## src/rtl/bram_rd_adapter_if.sv

```systemverilog
// Request/response and BRAM-port bundle for bram_rd_adapter.
//   master : requester + BRAM side (drives REQ_*, D_OUT, RSP_RDY)
//   slave  : adapter side (drives REQ_RDY, RE, RD_ADDR, RSP_VALID, RSP_DATA)
interface bram_rd_adapter_if #(
  parameter int unsigned addr_width = 1,
  parameter int unsigned data_width = 1
);
  logic                  REQ_VALID;
  logic [addr_width-1:0] REQ_ADDR;
  logic                  REQ_RDY;
  logic                  RE;
  logic [addr_width-1:0] RD_ADDR;
  logic [data_width-1:0] D_OUT;
  logic                  RSP_VALID;
  logic [data_width-1:0] RSP_DATA;
  logic                  RSP_RDY;

  modport master (
    output REQ_VALID, REQ_ADDR, D_OUT, RSP_RDY,
    input  REQ_RDY, RE, RD_ADDR, RSP_VALID, RSP_DATA
  );

  modport slave (
    input  REQ_VALID, REQ_ADDR, D_OUT, RSP_RDY,
    output REQ_RDY, RE, RD_ADDR, RSP_VALID, RSP_DATA
  );
endinterface

```

## src/rtl/bram_rd_adapter.sv

```systemverilog
// Bridges a valid/ready read-request stream onto a 1-cycle-latency BRAM read
// port and returns the data, in order, on a valid/ready response stream.
// A 3-entry response FIFO plus one in-flight slot are credited against each
// request, so the BRAM data is always captured the cycle after RE.
// Ports:
//   CLK, RST_N : clock, asynchronous active-low reset
//   bus        : bram_rd_adapter_if.slave (request, BRAM port, response)
module bram_rd_adapter #(
  parameter int unsigned addr_width = 1,
  parameter int unsigned data_width = 1
) (
  input logic              CLK,
  input logic              RST_N,
  bram_rd_adapter_if.slave bus
);

  localparam int unsigned depth = 3;
  localparam int unsigned ptr_w = 2;
  localparam int unsigned cnt_w = 3;

  logic [ptr_w-1:0]      occ;
  logic [ptr_w-1:0]      wr_ptr;
  logic [ptr_w-1:0]      rd_ptr;
  logic                  inflight;
  logic [data_width-1:0] mem [depth];

  logic accept_c;
  logic wr_c;
  logic rd_c;

  function automatic logic [ptr_w-1:0] ptr_inc(input logic [ptr_w-1:0] p);
    return (p == ptr_w'(depth - 1)) ? '0 : p + ptr_w'(1);
  endfunction

  assign accept_c = bus.REQ_VALID && bus.REQ_RDY;
  assign wr_c     = inflight;
  assign rd_c     = bus.RSP_VALID && bus.RSP_RDY;

  // Credit check uses registered state only, so a same-cycle consume does not
  // free a slot for a same-cycle request.
  assign bus.REQ_RDY   = (cnt_w'(occ) + cnt_w'(inflight)) < cnt_w'(depth);
  assign bus.RE        = accept_c;
  assign bus.RD_ADDR   = bus.REQ_ADDR;
  assign bus.RSP_VALID = (occ != '0);
  assign bus.RSP_DATA  = mem[rd_ptr];

  // Control state: in-flight flag, occupancy and pointers.
  always_ff @(posedge CLK or negedge RST_N) begin
    if (!RST_N) begin
      inflight <= 1'b0;
      occ      <= '0;
      wr_ptr   <= '0;
      rd_ptr   <= '0;
    end else begin
      inflight <= accept_c;
      if (wr_c) wr_ptr <= ptr_inc(wr_ptr);
      if (rd_c) rd_ptr <= ptr_inc(rd_ptr);
      case ({wr_c, rd_c})
        2'b10:   occ <= occ + ptr_w'(1);
        2'b01:   occ <= occ - ptr_w'(1);
        default: occ <= occ;
      endcase
    end
  end

  // Response storage; contents are don't-care until written.
  always_ff @(posedge CLK) begin
    if (wr_c) mem[wr_ptr] <= bus.D_OUT;
  end

endmodule
```

## src/flat_wrapper.sv

```systemverilog
// flat-port wrapper written by rule: the top's interface ports become plain ports
module bram_rd_adapter_flat 
#(
  parameter int unsigned addr_width = 1,
  parameter int unsigned data_width = 1
)
  (CLK, RST_N, bus_REQ_VALID, bus_REQ_ADDR, bus_D_OUT, bus_RSP_RDY, bus_REQ_RDY, bus_RE, bus_RD_ADDR, bus_RSP_VALID, bus_RSP_DATA);
  bram_rd_adapter_if #(.addr_width(addr_width), .data_width(data_width)) bus_i ();
  input logic CLK;
  input logic RST_N;
  input wire logic [$bits(bus_i.REQ_VALID)-1:0] bus_REQ_VALID;
  input wire logic [$bits(bus_i.REQ_ADDR)-1:0] bus_REQ_ADDR;
  input wire logic [$bits(bus_i.D_OUT)-1:0] bus_D_OUT;
  input wire logic [$bits(bus_i.RSP_RDY)-1:0] bus_RSP_RDY;
  output wire logic [$bits(bus_i.REQ_RDY)-1:0] bus_REQ_RDY;
  output wire logic [$bits(bus_i.RE)-1:0] bus_RE;
  output wire logic [$bits(bus_i.RD_ADDR)-1:0] bus_RD_ADDR;
  output wire logic [$bits(bus_i.RSP_VALID)-1:0] bus_RSP_VALID;
  output wire logic [$bits(bus_i.RSP_DATA)-1:0] bus_RSP_DATA;
  assign bus_i.REQ_VALID = bus_REQ_VALID;
  assign bus_i.REQ_ADDR = bus_REQ_ADDR;
  assign bus_i.D_OUT = bus_D_OUT;
  assign bus_i.RSP_RDY = bus_RSP_RDY;
  assign bus_REQ_RDY = bus_i.REQ_RDY;
  assign bus_RE = bus_i.RE;
  assign bus_RD_ADDR = bus_i.RD_ADDR;
  assign bus_RSP_VALID = bus_i.RSP_VALID;
  assign bus_RSP_DATA = bus_i.RSP_DATA;
  bram_rd_adapter #(.addr_width(addr_width), .data_width(data_width)) u_core (.CLK(CLK), .RST_N(RST_N), .bus(bus_i));
endmodule
```

## config.mk

```make
export PLATFORM = sky130hd
export DESIGN_NAME = bram_rd_adapter_flat
export DESIGN_NICKNAME = d
export VERILOG_FILES = /design/src/rtl/bram_rd_adapter_if.sv /design/src/rtl/bram_rd_adapter.sv /design/src/flat_wrapper.sv
export SDC_FILE = /design/constraint.sdc
export NUM_CORES = 1
export LEC_CHECK = 0
export BUFFER_PORTS_ARGS = -buffer_cell sky130_fd_sc_hd__buf_4
export CAP_MARGIN = 5
export CORE_ASPECT_RATIO = 0.9
export CORE_MARGIN = 2
export CORE_UTILIZATION = 25
export CTS_CLUSTER_SIZE = 24
export DETAILED_ROUTE_END_ITERATION = 10
export MAX_ROUTING_LAYER = met4
export PLACE_DENSITY_LB_ADDON = 0.05
export SYNTH_ARGS = -nofsm -noshare
export SYNTH_HDL_FRONTEND = slang
export SYNTH_SLANG_ARGS = --single-unit
```

## constraint.sdc

```tcl
create_clock -name CLK -period 1.6 [get_ports CLK]
set_input_delay 0.16 -clock CLK [delete_from_list [all_inputs] [get_ports CLK]]
set_output_delay 0.16 -clock CLK [all_outputs]
set_load 0.02 [all_outputs]
```

Word level (Yosys, flattened, before mapping). Memories as Yosys holds them, arrays and structs flattened. Cells that the tools add are included.

$add $sub $neg: 5. Order comparisons: 1. Equality and inequality tests: 4. Multiplexer cells: 5. Reductions and logical operators: 4.

Operator list (count): 2-bit by 1-bit adder with 2-bit output (second input constant) (3); 2-bit equality test (second input constant) (3); 2-bit 2-to-1 mux (2); 2-bit one-hot mux with 2 select lines (1); 2-bit nonzero test (2); 2-bit by 1-bit adder with 3-bit output (1); 3-bit by 2-bit less-than comparator with 1-bit output (second input constant) (1); 2-bit by 1-bit equality test with 1-bit output (second input constant) (1); 1-bit logical AND (2); 1-bit 2-to-1 mux (2); 2-bit by 1-bit subtractor with 2-bit output (second input constant) (1).

Flip-flop bits (word level): 7. Bits in writable memories: 3. Bits of input ports: 6. Word-level logic and storage cells: 24. Memories kept: 1.

Memories: u_core.mem (words 3, bits a word 1, rd ports 1, clocked after memory_dff 0, write ports 1, RTL line bram_rd_adapter.sv:25) `logic [data_width-1:0] mem [depth];`.

Longest topological paths before layout. Gate-level depths: netlist (run 1).

Depth after elaboration: 4. Mapped depth: 6.

Worst setup path after synthesis (run 1). No wires, ideal clock.

Kind: register to output. Start point: reg u_core.occ[0]. End point: out bus_RE. Data arrival time: 1.590 ns. Path slack: -0.150 ns. Stages on the path, launching flop included: 5. Buffers on the path: 0. Path through: dfrtp_1 > ha_1 > ha_1 > a21oi_1 > and2_1.

Word-level cells in the longest chain between the ends: 3.

Ends and longest elaborated chain: start: declaration (RTL line bram_rd_adapter.sv:21) `logic [ptr_w-1:0] occ;`; start signal: assignment (RTL line bram_rd_adapter.sv:59) `2'b10: occ <= occ + ptr_w'(1);`; start signal: assignment (RTL line bram_rd_adapter.sv:60) `2'b01: occ <= occ - ptr_w'(1);`; 2-bit by 1-bit adder with 3-bit output (RTL line bram_rd_adapter.sv:41) `assign bus.REQ_RDY = (cnt_w'(occ) + cnt_w'(inflight)) < cnt_w'(depth);`; 3-bit by 2-bit less-than comparator with 1-bit output (RTL line bram_rd_adapter.sv:41); net bus_REQ_RDY (RTL line flat_wrapper.sv:15) `output wire logic [$bits(bus_i.REQ_RDY)-1:0] bus_REQ_RDY;`; 1-bit logical AND (RTL line bram_rd_adapter.sv:35) `assign accept_c = bus.REQ_VALID && bus.REQ_RDY;`; end: declaration (RTL line flat_wrapper.sv:16) `output wire logic [$bits(bus_i.RE)-1:0] bus_RE;`.

The timed path passes the listed nets, and every way through them passes these cells.

Worst setup path in the final report (run 1).
Start point: reg u_core.inflight. End point: out bus_RE.

Word-level cells in the longest chain between the ends: 3.

Ends and longest elaborated chain: start: declaration (RTL line bram_rd_adapter.sv:24) `logic inflight;`; start signal: assignment (RTL line bram_rd_adapter.sv:55) `inflight <= accept_c;`; 2-bit by 1-bit adder with 3-bit output (RTL line bram_rd_adapter.sv:41); 3-bit by 2-bit less-than comparator with 1-bit output (RTL line bram_rd_adapter.sv:41); 1-bit logical AND (RTL line bram_rd_adapter.sv:35).

No other way between the ends.

==> flow_summary_export.csv, run 1 <==
group,metric,value,unit
detailed_routing,viasPerCell,4.286,
cts,cts_tree,"done",
run_status,status,"finished, violations left",
place,gp_congestion,0.6684,
synthesis,synth.most_common_cell,"dfrtp_1",
floorplanning,floorplan.rows,14,
power_and_ir_drop,p_leak,0.2951,nW
synthesis,ys_warn_count,0,
timing,worstMarginPinSlew,281.2,ps
layout,area_delta_synth_final,45.92,%
place,dp_hpwl,562.5,um
global_routing,grt_util_all_layers,9.002,%
detailed_routing,ant_nets,0,
synthesis,yosys-top-cells-count,"dfrtp_1 (7), a21o_1 (3), edfxtp_1 (3), ha_1 (3), nand2_1 (3)",
global_routing,grt_start_max_net_pins,8,
hold_path,hold_class,"in2reg",
power_and_ir_drop,p_int,0.0009354,W
layout,diodes,0,
timing,relSlewSlack,81.11,%
floorplanning,die_area,2202,sq um
synthesis,synth.distinct_cells,20,
timing,fin_crit_sh,101.9,%
setup_path,start_kind,"flop",
global_routing,grt_antenna_before_repair,0,
setup_path,criticalPathCategory,"reg2out",
cts,cts_made_buffers,3,
power_and_ir_drop,switching_power,0.0005772,W
detailed_routing,wire_per_inst,11.05,um
layout,final_nets,63,
timing,timing.final.ws_setup,-30.85,ps
synthesis,synth_seq_area_share,57.61,%
setup_path,crit_fanout,2,
power_and_ir_drop,power_frac_seq,31.9,%
cts,clk_latency,270,ps
synthesis,ys_async_sr_fraction,70.00,%
floorplanning,die_y,44.72,um
floorplanning,die_w,49.24,um
timing,fmax,613.2,MHz
job,maxCapViolCount,0,
synthesis,synth_fp_nets,47,
synthesis,mappedNetlistArea,460.4,sq um
layout,final_cells,77,
synthesis,syn_avg_cell_area,12.12,sq um
cts,cts_max_path_buffers,2,
timing,setup_viol,1,
setup_path,required,1440,ps
timing,finClkSkew,2.830,ps
synthesis,synth_edf_count,3,
setup_path,cp-end-kind,"output pin",
cts,cts-root-buf,"clkbuf_4",
detailed_routing,routed_wl,851,um
power_and_ir_drop,power_frac_comb,55.7,%
synthesis,synth-seq-cells,10,
place,placed_cells,69,
timing,finalSetupTns,-30.85,ps
detailed_routing,dr.pass1.iters,4,
cts,cts.sinks,10,
place,numPortBuffers,8,
power_and_ir_drop,powerDensity,2251,nW/um^2
timing,slew_violations,0,
detailed_routing,vias,330,
layout,drive_above_1_share,47.17,%
synthesis,yosysTopAreaCellShare,38.04,%
detailed_routing,drt_iter0_drc,3,
layout,n_fill_cell,177,
cts,path_clk_slew,70,ps
synthesis,yosysTopAreaCell,"dfrtp_1",
synthesis,synth_area_leaders,"dfrtp_1 (38%), edfxtp_1 (20%), ha_1 (8.2%), a21o_1 (4.9%), xnor2_1 (3.8%)",
floorplanning,core,1699,sq um
synthesis,synth_ff_type,"dfrtp_1",
cts,cts.htree.levels,1,
global_routing,globalRouteOverflowTotal,0,
synthesis,syn-instance-count,38,
run_status,failed_checks,"negative setup slack",
global_routing,grt_pass1_vias,320,
setup_path,worstPathArrival,1470,ps
timing,grt_setup_unrepaired,"true",
floorplanning,io_pins,11,
timing,hold_viol,0,
power_and_ir_drop,swShare,38.16,%
global_routing,grt_pass1_wl,1331,um
power_and_ir_drop,clkPwrFrac,12.4,%
detailed_routing,drc,0,
timing,min_period,1631,ps
floorplanning,start_util,27.10,%
power_and_ir_drop,vdd_drop_max,1.175,mV
flip-flops by register name (all words and copies together) (netlist names):
| signal | count |
|---|---|
| u_core.occ | 2 |
| u_core.inflight | 1 |
| u_core.mem | 3 |
| u_core.rd_ptr | 2 |
| u_core.wr_ptr | 2 |
path summary, 6_finish.rpt:
| path | endpoint | cells past startpoint | slack [ps] | start |
|---|---|---|---|---|
| min in group asynchronous | u_core.inflight | 2 | 240 | RST_N |
| min | u_core.mem[1] | 1 | 80 | bus_D_OUT |
| max | bus_RE | 5 | -30 | u_core.inflight |
| max in group asynchronous | u_core.occ[0] | 2 | 1230 | RST_N |
| min reg2reg | u_core.wr_ptr[0] | 1 | 540 | u_core.wr_ptr[0] |
| max reg2reg | u_core.occ[1] | 7 | 100 | u_core.occ[0] |
cell usage in the layout (no fill, tap or decap), types with 2 or more instances in the layout:
master	n
nand2_1	3
buf_4	9
dfrtp_1	6
buf_6	2
ha_4	3
a21o_1	3
nor3_1	2
clkbuf_4	3
o21ai_1	2
edfxtp_1	3
power by group through the flow:
stage	combinational, W	clock [W]	sequential (W)
after floorplan	0.000422	0	0.000457
after global placement	0.000567	0	0.000473
after detailed placement	0.000584	0	0.000480
after CTS	0.000768	0.000192	0.000475
after global routing	0.000926	0.000208	0.000497
final	0.000843	0.000187	0.000483
area by class of cell:
cell class / count / area [sq um] / share of cell area [%]
timing repair buffer: 12 / 100.1 / 14.90
multi-input combinational: 25 / 241.5 / 35.94
clock buffer: 4 / 26.28 / 3.911
sequential: 10 / 266.5 / 39.66
tap: 24 / 30.03 / 4.469
inverter: 2 / 7.507 / 1.117
logic make-up after synthesis:
family                     share of synthesized area (%)
DFF                                                57.61
and+or+nand+nor                                    13.05
muxes                                              2.174
xor gates and xnor gates                           5.708
buffers and inverters                              3.260
adders and majority gates                          8.153
AOI/OAI and AO/OA                                  10.05
what timing repair did:
action                                  4_1_cts  5_1_grt
cloned                                        0        0
endpoints found under the setup margin        2        3
hold buffers                                  1        0
endpoints found under the hold margin         7        0
pin swaps                                     3        1
gates resized for setup                       7        4
buffers inserted                              3        0
per-layer routing:
metal	routed length [um]	part of all wire (%)	vias up	GRT usage (%)
met5	0	0	-	-
met4	16	1.9	0	6.857
met3	47	5.5	4	3.974
met2	418	49	10	13.51
met1	369	43	156	9.474
li1	-	-	160	-
metrics by stage:
| step | instance area [sq um] | total power (W) | worst slack [ps] | hold WS (ps) | util, % |
|---|---|---|---|---|---|
| 2_1_floorplan | 465.4 | 0.0008793 | 18.01 | -135.6 | - |
| 5_1_grt | 671.9 | 0.001631 | -90.58 | 67.46 | 39.54 |
| 3_3_place_gp | 548.0 | 0.001040 | 98.75 | -24.03 | 32.25 |
| 4_1_cts | 641.9 | 0.001435 | -27.61 | 76.26 | 37.78 |
| 3_5_place_dp | 548.0 | 0.001064 | 78.47 | -20.54 | 32.25 |
| 6_report | 671.9 | 0.001513 | -30.85 | 82.43 | 39.54 |
critical path, cell delays in order (launching register included):
cell and delay (ps):
dfrtp_1 420, ha_4 180, ha_4 200, a21oi_2 130, and2_4 160, buf_6 110
Note: power is estimated with default switching activity, not from simulation.
==> inputs of run 2 (changes only) <==
--- a/config.mk
+++ b/config.mk
@@ -14,6 +14,7 @@
 export DETAILED_ROUTE_END_ITERATION = 10
 export MAX_ROUTING_LAYER = met4
 export PLACE_DENSITY_LB_ADDON = 0.05
+export SKIP_LAST_GASP = 1
 export SYNTH_ARGS = -nofsm -noshare
 export SYNTH_HDL_FRONTEND = slang
 export SYNTH_SLANG_ARGS = --single-unit
==> run 2 against run 1 <==
The flow still finishes with violations (negative setup slack). Worst hold slack better by 1.0 ps. Clock-buffer cell count did not move. Combinational power is 8.4% lower. Sequential power is essentially flat. Cell count stayed put. Via count down 5.5%. Routed wire length down 6.6%. Final area is 3.4% lower. Clock skew grew 2.8 ps. Non-clock buffer count did not move. Critical path depth unchanged. Largest power group unchanged.
==> flow_summary_export.csv, run 2 (synthesis gave the netlist of run 1 again) <==
group,metric,value,unit
layout,largest_register,"u_core.mem",
power_and_ir_drop,vdd_drop_max,1.132,mV
global_routing,grt_pass1_wl,1331,um
setup_path,path_cells,"ha_4, ha_4, a21oi_2, and2_4, buf_6",
cts,cts-root-buf,"clkbuf_4",
run_status,status,"finished, violations left",
run_status,failed_checks,"negative setup slack",
layout,area_delta_synth_final,41.03,%
layout,final_cell_mix,"buf_4 (9), dfrtp_1 (6)",
layout,diodes,0,
layout,final_cells,77,
cts,cts.htree.levels,1,
setup_path,start_kind,"flop",
setup_path,rr_startpoint,"u_core.occ[0]",
place,gp_congestion,0.6684,
timing,min_period,1632,ps
setup_path,cp-end-kind,"output pin",
detailed_routing,routed_wl,795,um
detailed_routing,viasPerCell,4.052,
power_and_ir_drop,power.total,0.001440,W
detailed_routing,ant_nets,0,
cts,cts_tree,"done",
floorplanning,die_w,49.24,um
timing,hold_viol,0,
layout,drive_above_1_share,41.51,%
global_routing,grt_util_all_layers,9.002,%
timing,grt_setup_unrepaired,"true",
setup_path,crit_path_top_delay_cell,"dfrtp_1",
floorplanning,start_util,27.10,%
setup_path,worstPathArrival,1470,ps
timing,fmax,612.7,MHz
place,dp_hpwl,562.5,um
timing,timing.final.ws_setup,-32.25,ps
floorplanning,core,1699,sq um
power_and_ir_drop,powerDensity,2217,nW/um^2
layout,final_nets,63,
layout,layout_commonest_cell,"buf_4",
place,place_area,548.0,sq um
timing,hold-worst-slack,83.47,ps
timing,finClkSkew,5.592,ps
floorplanning,io_pins,11,
cts,cts.sinks,10,
global_routing,grt_antenna_before_repair,0,
layout,largest_reg_flops,3,
job,maxCapViolCount,0,
cts,path_clk_slew,70,ps
timing,worstMarginPinSlew,273.4,ps
setup_path,cp_common_cell,"ha_4",
timing,fin_crit_sh,102.0,%
floorplanning,floorplan.rows,14,
detailed_routing,drt_iter0_drc,6,
detailed_routing,wire_per_inst,10.32,um
setup_path,cpPeakStageDelay,420,ps
setup_path,crit_fanout,2,
hold_path,hp-start,"bus_D_OUT",
cts,clk_latency,260,ps
setup_path,crit_path_start,"u_core.inflight",
detailed_routing,drc,0,
power_and_ir_drop,power_frac_seq,33.5,%
floorplanning,die_area,2202,sq um
power_and_ir_drop,power_frac_comb,53.6,%
floorplanning,die_y,44.72,um
place,placed_cells,69,
hold_path,hold_class,"in2reg",
setup_path,criticalPathCategory,"reg2out",
timing,setup_viol,1,
power_and_ir_drop,p_int,0.0008947,W
place,numPortBuffers,8,
global_routing,grt_pass1_vias,320,
power_and_ir_drop,clkPwrFrac,12.9,%
power_and_ir_drop,swShare,37.85,%
setup_path,required,1440,ps
power_and_ir_drop,switching_power,0.0005450,W
setup_path,ff2ff_setup_slack,80,ps
power_and_ir_drop,p_leak,0.2900,nW
global_routing,globalRouteOverflowTotal,0,
detailed_routing,dr.pass1.iters,4,
cts,cts_made_buffers,3,
timing,relSlewSlack,81.63,%
cts,cts_max_path_buffers,2,
detailed_routing,vias,312,
global_routing,grt_start_max_net_pins,8,
layout,fin_area,649.4,sq um
timing,slew_violations,0,
place,pre_cts_ws,78.47,ps
run 2: timing repair:
item                       4_1_cts  5_1_grt
hold endpoints to repair         7        0
setup endpoints to repair        2        3
hold buffers                     1        0
pin swaps                        3        0
setup buffers                    3        0
gates resized for setup          7        1
run 2: layer usage:
layer	track usage (%)	wire (um)	up-vias
met2	13.51	373	6
met1	9.474	381	146
li1	-	-	158
met3	3.974	36	2
met5	-	0	-
met4	6.857	4	0
run 2: layout make-up:
class / count / area, sq um
fill: 176 / 1050
sequential: 10 / 266.5
clock buffer: 4 / 26.28
tap: 24 / 30.03
timing repair buffer: 12 / 100.1
multi-input combinational: 25 / 219.0
inverter: 2 / 7.507
run 2: path summary, 6_finish.rpt:
check	end	cells past startpoint
max	bus_RE	5
min	u_core.mem[2]	1
max reg2reg	u_core.occ[1]	6
min reg2reg	u_core.wr_ptr[0]	1
max in group asynchronous	u_core.occ[0]	2
min in group asynchronous	u_core.inflight	2
run 2: power by group through the flow:
| stage | Clock, W | Sequential, W | Combinational, W |
|---|---|---|---|
| 4_1_cts | 0.000192 | 0.000475 | 0.000768 |
| 6_report | 0.000186 | 0.000482 | 0.000772 |
| 5_1_grt | 0.000208 | 0.000496 | 0.000855 |
| 3_3_place_gp | 0 | 0.000473 | 0.000567 |
| 3_5_place_dp | 0 | 0.000480 | 0.000584 |
| 2_1_floorplan | 0 | 0.000457 | 0.000422 |
run 2: per-stage QoR:
step / TNS (ps) / util (%)
global route: -170.1 / 38.22
floorplan: 0 / -
finish: -32.25 / 38.22
CTS: -27.61 / 37.78
detailed placement: 0 / 32.25
global placement: 0 / 32.25
run 2: worst max-delay path, delay by kind of cell, from the launching register on:
kind / cells / cell delay [ps]
buffers and inverters: 1 / 110
adders and majority gates: 2 / 380
and+or+nand+nor: 1 / 160
AOI/OAI and AO/OA: 1 / 130
DFF: 1 / 420
